==> src/rtl/data_memory_param_if.sv <==
// Request/response bus between the load/store unit and data_memory_param.
// Parity signals exist only when DMEM_PARITY_EN is defined.
interface data_memory_param_if #(
    parameter int unsigned DATA_W = 32,
    parameter int unsigned ADDR_W = 6
);
    localparam int unsigned NB = DATA_W / 8;

    logic              req_valid;
    logic              req_ready;
    logic              req_write;
    logic [ADDR_W-1:0] req_addr;
    logic [DATA_W-1:0] req_wdata;
    logic [NB-1:0]     req_be;
    logic              rsp_valid;
    logic              rsp_ready;
    logic [DATA_W-1:0] rsp_rdata;
    logic              rsp_err;
`ifdef DMEM_PARITY_EN
    logic              par_inject;
    logic              rsp_perr;
`endif

    modport master (
        output req_valid, req_write, req_addr, req_wdata, req_be, rsp_ready,
        input  req_ready, rsp_valid, rsp_rdata, rsp_err
`ifdef DMEM_PARITY_EN
        , output par_inject
        , input  rsp_perr
`endif
    );

    modport slave (
        input  req_valid, req_write, req_addr, req_wdata, req_be, rsp_ready,
        output req_ready, rsp_valid, rsp_rdata, rsp_err
`ifdef DMEM_PARITY_EN
        , input  par_inject
        , output rsp_perr
`endif
    );
endinterface

==> src/rtl/data_memory_param.sv <==
// Parametrised word-addressed data memory with byte enables, 1-cycle reads, zero-fill sweep
// after reset and out-of-range errors. Define DMEM_PARITY_EN for per-byte even parity.
module data_memory_param #(
    parameter int unsigned DATA_W = 32,
    parameter int unsigned DEPTH  = 41,
    parameter int unsigned ADDR_W = 6
) (
    input logic                 clk,
    input logic                 reset,
    data_memory_param_if.slave  bus
);
    localparam int unsigned NB = DATA_W / 8;
    localparam logic [ADDR_W:0]   DEPTH_L = (ADDR_W+1)'(DEPTH);
    localparam logic [ADDR_W-1:0] LAST_L  = ADDR_W'(DEPTH - 1);

    typedef enum logic {S_CLEAR, S_RUN} state_t;

    state_t            state_q, state_d;
    logic [ADDR_W-1:0] clr_ptr;
    logic              clr_we;
    logic              accept;
    logic              in_range;
    logic              do_write;

    logic [DATA_W-1:0] mem [DEPTH];
`ifdef DMEM_PARITY_EN
    logic [NB-1:0]     par_mem [DEPTH];

    function automatic logic [NB-1:0] byte_par(input logic [DATA_W-1:0] w);
        logic [NB-1:0] p;
        p = '0;
        for (int unsigned b = 0; b < NB; b++) p[b] = ^w[8*b +: 8];
        return p;
    endfunction
`endif

    assign accept   = bus.req_valid && bus.req_ready;
    assign in_range = {1'b0, bus.req_addr} < DEPTH_L;
    assign do_write = accept && bus.req_write && in_range;

    // State register
    always_ff @(posedge clk or posedge reset) begin
        if (reset) state_q <= S_CLEAR;
        else       state_q <= state_d;
    end

    // Next state: sweep ends after the last word is cleared; RUN is terminal
    always_comb begin
        state_d = state_q;
        if (state_q == S_CLEAR && clr_ptr == LAST_L) state_d = S_RUN;
    end

    // State outputs; req_ready stays combinational for back-to-back issue
    always_comb begin
        clr_we        = 1'b0;
        bus.req_ready = 1'b0;
        case (state_q)
            S_CLEAR: clr_we = 1'b1;
            S_RUN:   bus.req_ready = !bus.rsp_valid || bus.rsp_ready;
            default: ;
        endcase
    end

    always_ff @(posedge clk or posedge reset) begin
        if (reset)       clr_ptr <= '0;
        else if (clr_we) clr_ptr <= clr_ptr + ADDR_W'(1);
    end

    // Storage has no reset; the sweep is the only initialisation
    always_ff @(posedge clk) begin
        if (clr_we) begin
            mem[clr_ptr] <= '0;
`ifdef DMEM_PARITY_EN
            par_mem[clr_ptr] <= '0;
`endif
        end else if (do_write) begin
            for (int unsigned b = 0; b < NB; b++) begin
                if (bus.req_be[b]) begin
                    mem[bus.req_addr][8*b +: 8] <= bus.req_wdata[8*b +: 8];
`ifdef DMEM_PARITY_EN
                    par_mem[bus.req_addr][b] <= (^bus.req_wdata[8*b +: 8]) ^ bus.par_inject;
`endif
                end
            end
        end
    end

    // Response register: payload changes only on acceptance, valid drops on consume
    always_ff @(posedge clk or posedge reset) begin
        if (reset) begin
            bus.rsp_valid <= 1'b0;
            bus.rsp_rdata <= '0;
            bus.rsp_err   <= 1'b0;
`ifdef DMEM_PARITY_EN
            bus.rsp_perr  <= 1'b0;
`endif
        end else if (accept) begin
            bus.rsp_valid <= 1'b1;
            bus.rsp_err   <= !in_range;
            bus.rsp_rdata <= (in_range && !bus.req_write) ? mem[bus.req_addr] : '0;
`ifdef DMEM_PARITY_EN
            bus.rsp_perr  <= in_range && !bus.req_write &&
                             (|(byte_par(mem[bus.req_addr]) ^ par_mem[bus.req_addr]));
`endif
        end else if (bus.rsp_ready) begin
            bus.rsp_valid <= 1'b0;
        end
    end
endmodule
==> src/flat_wrapper.sv <==
// flat-port wrapper written by rule: the top's interface ports become plain ports
module data_memory_param_flat 
#(
    parameter int unsigned DATA_W = 32,
    parameter int unsigned DEPTH  = 41,
    parameter int unsigned ADDR_W = 6
)
  (clk, reset, bus_req_valid, bus_req_write, bus_req_addr, bus_req_wdata, bus_req_be, bus_rsp_ready, bus_req_ready, bus_rsp_valid, bus_rsp_rdata, bus_rsp_err);
  data_memory_param_if #(.DATA_W(DATA_W), .ADDR_W(ADDR_W)) bus_i ();
  input logic clk;
  input logic reset;
  input wire logic [$bits(bus_i.req_valid)-1:0] bus_req_valid;
  input wire logic [$bits(bus_i.req_write)-1:0] bus_req_write;
  input wire logic [$bits(bus_i.req_addr)-1:0] bus_req_addr;
  input wire logic [$bits(bus_i.req_wdata)-1:0] bus_req_wdata;
  input wire logic [$bits(bus_i.req_be)-1:0] bus_req_be;
  input wire logic [$bits(bus_i.rsp_ready)-1:0] bus_rsp_ready;
  output wire logic [$bits(bus_i.req_ready)-1:0] bus_req_ready;
  output wire logic [$bits(bus_i.rsp_valid)-1:0] bus_rsp_valid;
  output wire logic [$bits(bus_i.rsp_rdata)-1:0] bus_rsp_rdata;
  output wire logic [$bits(bus_i.rsp_err)-1:0] bus_rsp_err;
  assign bus_i.req_valid = bus_req_valid;
  assign bus_i.req_write = bus_req_write;
  assign bus_i.req_addr = bus_req_addr;
  assign bus_i.req_wdata = bus_req_wdata;
  assign bus_i.req_be = bus_req_be;
  assign bus_i.rsp_ready = bus_rsp_ready;
  assign bus_req_ready = bus_i.req_ready;
  assign bus_rsp_valid = bus_i.rsp_valid;
  assign bus_rsp_rdata = bus_i.rsp_rdata;
  assign bus_rsp_err = bus_i.rsp_err;
  data_memory_param #(.DATA_W(DATA_W), .DEPTH(DEPTH), .ADDR_W(ADDR_W)) u_core (.clk(clk), .reset(reset), .bus(bus_i));
endmodule
==> config.mk <==
export PLATFORM = sky130hd
export DESIGN_NAME = data_memory_param_flat
export DESIGN_NICKNAME = d
export VERILOG_FILES = /design/src/rtl/data_memory_param_if.sv /design/src/rtl/data_memory_param.sv /design/src/flat_wrapper.sv
export SDC_FILE = /design/constraint.sdc
export NUM_CORES = 1
export LEC_CHECK = 0
export CORE_ASPECT_RATIO = 1.4
export CORE_MARGIN = 3
export CORE_UTILIZATION = 35
export CTS_BUF_LIST = sky130_fd_sc_hd__clkbuf_2 sky130_fd_sc_hd__clkbuf_4 sky130_fd_sc_hd__clkbuf_8
export CTS_CLUSTER_SIZE = 28
export DETAILED_ROUTE_END_ITERATION = 8
export PLACE_DENSITY_LB_ADDON = 0.25
export RECOVER_POWER = 100
export SETUP_SLACK_MARGIN = 0.05
export SLEW_MARGIN = 30
export SYNTH_ARGS = -nofsm -noshare
export SYNTH_HDL_FRONTEND = slang
export SYNTH_SLANG_ARGS = --single-unit
==> constraint.sdc <==
create_clock -name clk -period 5.4 [get_ports clk]
set_clock_uncertainty 0.2 [all_clocks]
set_input_delay 1.08 -clock clk [delete_from_list [all_inputs] [get_ports clk]]
set_output_delay 1.08 -clock clk [all_outputs]
set_load 0.02 [all_outputs]
Yosys cells after proc, flatten, opt, wreduce, memory -nomap -nowiden:

Memory sizes are Yosys's and may differ from the RTL's.
Index checks and enable logic that the tools add are counted.

* register bits after elaboration: 41
* RAM bits: 1312
* input port bits: 47
* output and inout port bits: 35
* word-level logic and storage cells: 45
* memories kept: 1

Memory list
* u_core.mem: depth 41, width 32, rd ports 1, clocked after Yosys merged registers in 0, wr ports 1, RTL line data_memory_param.sv:25 `logic [DATA_W-1:0] mem [DEPTH];`

* add/sub/neg operators: 1
* $lt $le $gt $ge: 1
* eq/ne operators: 1
* multiplexer cells: 24
* bitwise logic cells: 1
* reduce and logical (&&, ||, !) cells: 11

Operator list (count)
* $mux W32: 2
* $reduce_or A32 Y1: 1
* $mux W1: 20
* $add A6 B1 Y6 const B: 1
* $eq A6 B6 Y1 const B: 1
* $lt A6 B6 Y1 const B: 1
* $mux W6: 1
* $logic_and A1 B1 Y1: 5
* $mux W4: 1
* $logic_not A1 Y1: 3
* $reduce_bool A2 Y1: 1
* $logic_or A1 B1 Y1: 1
* $not A1 Y1: 1

Depth between registers and ports, before layout:

Gate-level depths: netlist (run 1).

* depth in word-level cells: 11
* depth in mapped cells: 9
* depth with buffers taken out: 5

Least setup slack after synthesis (run 1):

Ideal clock, no wire load.

* path kind: input port to flip-flop
* from: input bus_req_addr[2]
* to: memory u_core.mem[39][10] (enable)
* setup time: 0.395 ns
* data arrival time: 3.500 ns
* required time: 4.805 ns
* setup slack: 1.306 ns
* cell stages on the path: 8
* buffers on the path: 3
* cells stage by stage: buf_2 -> nor4_4 -> o2111a_2 -> buf_6 -> nand4_1 -> a221o_1 -> buf_6 -> nor4_1

* longest elaborated chain between the ends: 7
* elaborated cells between the ends (all ways): 17
* classes of those cells: order compare: 1; mux: 14; reduce/logical: 2

RTL lines
* start, declared: RTL line flat_wrapper.sv:14 `input wire logic [$bits(bus_i.req_addr)-1:0] bus_req_addr;`
* $lt A6 B6 Y1: RTL line data_memory_param.sv:38 `assign in_range = {1'b0, bus.req_addr} < DEPTH_L;`
* $logic_and A1 B1 Y1: RTL line data_memory_param.sv:39 `assign do_write = accept && bus.req_write && in_range;`
* $mux W1: RTL line data_memory_param.sv:76 `end else if (do_write) begin`
* $mux W1: RTL line data_memory_param.sv:71 `if (clr_we) begin`
* $mux W1 (not written as such): RTL line data_memory_param.sv:79 `mem[bus.req_addr][8*b +: 8] <= bus.req_wdata[8*b +: 8];`
* $reduce_or A32 Y1 (no line)
* $mux W6 (no line) / $mux W4 (equally long branches)
* end, declared: RTL line data_memory_param.sv:25

Several ways; a longest one is shown, not always the timed one.

Worst setup path in the final report (run 1):

* from: input bus_rsp_ready
* to: memory u_core.mem[32][18] (enable)

* longest elaborated chain between the ends: 10
* elaborated cells between the ends (all ways): 20
* classes of those cells: mux: 15; reduce/logical: 5

RTL lines
* start, declared: RTL line flat_wrapper.sv:17 `input wire logic [$bits(bus_i.rsp_ready)-1:0] bus_rsp_ready;`
* $logic_or A1 B1 Y1 *: RTL line data_memory_param.sv:59 `S_RUN: bus.req_ready = !bus.rsp_valid || bus.rsp_ready;`
* $mux W1 *: RTL line data_memory_param.sv:57 `case (state_q)`
* $logic_and A1 B1 Y1 *: RTL line data_memory_param.sv:37 `assign accept = bus.req_valid && bus.req_ready;`
* $logic_and A1 B1 Y1 * (2 in a row): RTL line data_memory_param.sv:39
* $mux W1: RTL line data_memory_param.sv:76
* $mux W1: RTL line data_memory_param.sv:71
* $mux W1 (not written as such): RTL line data_memory_param.sv:79
* $reduce_or A32 Y1 (no line)
* $mux W6 (no line) / $mux W4 (equally long branches)

Mark *: on every way between the ends. The rest lies on a longest branch, timed or not.

==> metrics, run 1 <==
Vias/cell 5.425; Placement Setup Slack 290.8 ps; run status finished, violations left; core area 0.1501 mm²; net count after synthesis 2613; Seq cells post-synth 1353; DR top layer met4; Crit Path Class in -> reg; required time of the critical path 5750 ps; failing checks capacitance limit, slew limit; critical path depth in cells 10; Critical Path, Cell by Cell dlygate4sd3_1 > nand2b_1 > buf_4 > o2111ai_1 > nor3_1 > buf_4 > mux2i_1 > clkbuf_1 > nor3_1 > clkbuf_1; Clock Latency Late Sink 930 ps; Worst-Margin Slew 2856 ps; Final Cycle Share 0.8866; most common cell after layout, fill and taps aside edfxtp_1; RR Endpoint u_core.mem[6][28]$_DFFE_PP_; initial DRC count 2600; First-pass DRT Iterations 6; PwrDens 345.4 mW/mm²; worst-path fanout max 18; Residual DRC 0; Mapped Cells 2564; Post-DP Area 0.05755 mm²; clock root cell clkbuf_8; Sw Ratio 0.2210; wire length per cell 28.82 µm; Synth Area in Simple Gates 0.03712; pins over their slew limit 78; Crit-path slowest cell dlygate4sd3_1; Via Count 27392; nets 2973; Crit path max-delay family buffers and inverters; Worst-path clk slew 60 ps; Longest Clk Path Bufs 3; dpl hpwl 94750 µm; Max Clk Rate 0.2089 GHz; layout cells sized above 1 0.2430; number of buffers and inverters on the critical path 5; I/O Pins 82; CTS Hold Buffers Added 0; Total GRT Usage 0.1859; PortBufs 81; part of the power in combinational logic 0.048; HP Class reg -> reg; Adder-Cell Fraction of Synth Area 0.0004726; Seq/Total Area, Yosys 0.7634; sequential fraction of design power 0.548; slew margin rel. -0.9037; global-route wire length before repair 208700 µm; flop2flop setup slack 710 ps; die width 334.7 µm; Num CTS Buffers 199; P_sw 4.649 mW; Clock Power Share 0.403; GPL Wtd Cong 0.8780; Worst Slack Setup Final 612.6 ps; Final Hold Vio Count 0; Max Cap Viol 3; Pint 16.39 mW; most frequent cells in the layout edfxtp_1, mux4_2, clkbuf_8; hold_sp u_core.bus.rsp_rdata[2]$_DFFE_PP0P_; initial antenna violation count 11; Synth Cell Area 0.05295 mm²; Post-Layout Inst Area 0.06091 mm²; DIE AREA 0.1561 mm²; Post-Synth XOR/XNOR Area 0.0008270; post-synthesis mux area share 0.1555; Hold Path End u_core.bus.rsp_rdata[2]$_DFFE_PP0P_; CP max stage delay 810 ps; hold depth 2; Starting Density 0.3528; Die Y 466.2 µm; asr flop ratio synth 0.03030; vias in the first global route 28721; drt total wl 145500 µm; GRT overflow 0; Reg2Reg Depth 7; num rows 168; WL met3 10390 µm; synthesis warning total 0; Post-CTS Setup Bufs 0; H-tree Lvls 4; Mean Syn Cell Area 20.65 µm²; fin crit period 4787 ps; largest family of logic cells by synthesized area multiplexers; Leak 17.27 nW; post-cts resize count 0; crit path capture type flip-flop; Crit path arrival time 5130 ps; Startpoint Class primary input; Final ANT Viol Nets 0; clk sink count 1353; Synth Area in Compound Gates 0.02935; M1 WL 56360 µm; number of synthesized flops with an enable pin 1312; Main synth FF type edfxtp_1; setup TNS 0 ps; Area Overhead vs Synth 15.04%; final setup fails 0; Met2 Wirelength 73210 µm; unrepaired setup endpoints after global routing no; Netlist cell types 59; CTS tree done; peak supply drop 221.0 µV; largest net degree at the start of global routing 129; worst reg2reg path startpoint u_core.state_q$_DFFE_PP0P_
## worst register-to-register path: cells and delay by family, from the launching register on
kind | cells | cell delay (ps)
and+or+nand+nor | 2 | 1090
AOI/OAI and AO/OA | 2 | 1340
DFF | 1 | 650
buffers and inverters | 3 | 1010
## flip-flops by register name, indices dropped and copies added (netlist names)
name	count
u_core.bus.rsp_rdata	32
u_core.mem	1312
u_core.bus.rsp_err	1
u_core.bus.rsp_valid	1
u_core.clr_ptr	6
u_core.state_q	1
## synth_stat cells, types with 3 or more instances
cell / n / area share
a22oi_1: 12 / 0.0017
buf_2: 57 / 0.0054
o221ai_1: 23 / 0.0038
buf_1: 13 / 0.00092
nand2_1: 83 / 0.0059
inv_1: 6 / 0.00043
buf_4: 4 / 0.00057
o221a_2: 4 / 0.00085
nand3_1: 7 / 0.00066
a221oi_1: 6 / 0.00099
mux2i_1: 115 / 0.022
a32o_1: 4 / 0.00076
mux4_2: 314 / 0.13
nor3_1: 59 / 0.0056
nor2b_1: 6 / 0.00071
o21ai_1: 14 / 0.0013
and4_1: 5 / 0.00083
o22ai_1: 21 / 0.0025
nor4_2: 5 / 0.0012
a2111oi_0: 4 / 0.00066
nor4_1: 13 / 0.0015
a21oi_1: 36 / 0.0034
dfrtp_1: 41 / 0.019
xnor2_1: 4 / 0.00066
nor2_1: 137 / 0.0097
o21ai_0: 10 / 0.00095
nand4_1: 26 / 0.0031
clkbuf_1: 77 / 0.0055
a311oi_1: 8 / 0.0013
o22a_1: 22 / 0.0036
o211ai_1: 26 / 0.0037
edfxtp_1: 1312 / 0.74
a31oi_1: 6 / 0.00071
nand2b_1: 11 / 0.0013
a211oi_1: 4 / 0.00057
a211o_1: 3 / 0.00050
and2_1: 37 / 0.0044
## logic make-up (layout without fill, tap and decap cells)
family | after synthesis | count (layout)
xor+xnor | 5 | 5
fa+ha+maj | 2 | 2
mux | 430 | 430
flops | 1353 | 1353
simple gates | 401 | 401
other cells | 0 | 4
compound gates | 212 | 212
buf+inv | 161 | 687
## worst max path at each step
stage,start,end,slack [ps]
final,bus_rsp_ready,u_core.mem[32][18]$_DFFE_PP_,610
after global routing,bus_req_be[0],u_core.mem[14][14]$_DFFE_PP_,550
after global placement,bus_req_be[0],u_core.mem[10][14]$_DFFE_PP_,130
after floorplan,bus_req_addr[2],u_core.mem[39][10]$_DFFE_PP_,1310
after detailed placement,bus_req_be[0],u_core.mem[9][22]$_DFFE_PP_,290
after CTS,bus_rsp_ready,bus_req_ready,1120
## through the flow
step	cells	hold WS, ps	power, mW	util
4_1_cts	5045	315.8	21.30	0.4108
3_3_place_gp	4678	313.6	12.79	0.3831
2_1_floorplan	2564	287.4	12.31	-
5_1_grt	5047	338.9	21.80	0.4058
6_report	5049	307.2	21.04	0.4059
3_5_place_dp	4678	306.8	12.81	0.3834
## power by group through the flow
stage / clock network, mW / registers (mW) / logic [mW]
after floorplan: 0 / 11.8 / 0.556
after global placement: 0 / 11.7 / 1.04
after detailed placement: 0 / 11.7 / 1.06
after CTS: 8.71 / 11.5 / 1.06
after global routing: 9.20 / 11.5 / 1.08
final: 8.49 / 11.5 / 1.02
## per-layer routing
layer  track usage  up-vias
li1              -    11481
met1        0.2355    14468
met2        0.3141     1179
met3       0.03995      264
met4       0.07020        0
met5             0        -
## area by class of cell
cell class / count / area (µm²)
diodes: 4 / 10.01
clock buffers: 253 / 3176
clock inverters: 114 / 924.6
fillers: 13438 / 89170
inverters: 8 / 30.03
multi-input cells: 1050 / 11900
flip-flops and latches: 1353 / 40420
well taps: 1955 / 2446
repair buffers: 312 / 2004
No activity file was read; power rests on OpenSTA's default activity.
==> run 2: changes to the inputs <==
--- a/config.mk
+++ b/config.mk
@@ -9,7 +9,7 @@
 export CORE_MARGIN = 3
 export CORE_UTILIZATION = 35
 export CTS_BUF_LIST = sky130_fd_sc_hd__clkbuf_2 sky130_fd_sc_hd__clkbuf_4 sky130_fd_sc_hd__clkbuf_8
-export CTS_CLUSTER_SIZE = 28
+export CTS_CLUSTER_SIZE = 16
 export DETAILED_ROUTE_END_ITERATION = 8
 export PLACE_DENSITY_LB_ADDON = 0.25
 export RECOVER_POWER = 100
==> results of run 2 <==
No change in the layout: final DEF, timing and power equal those of run 1.
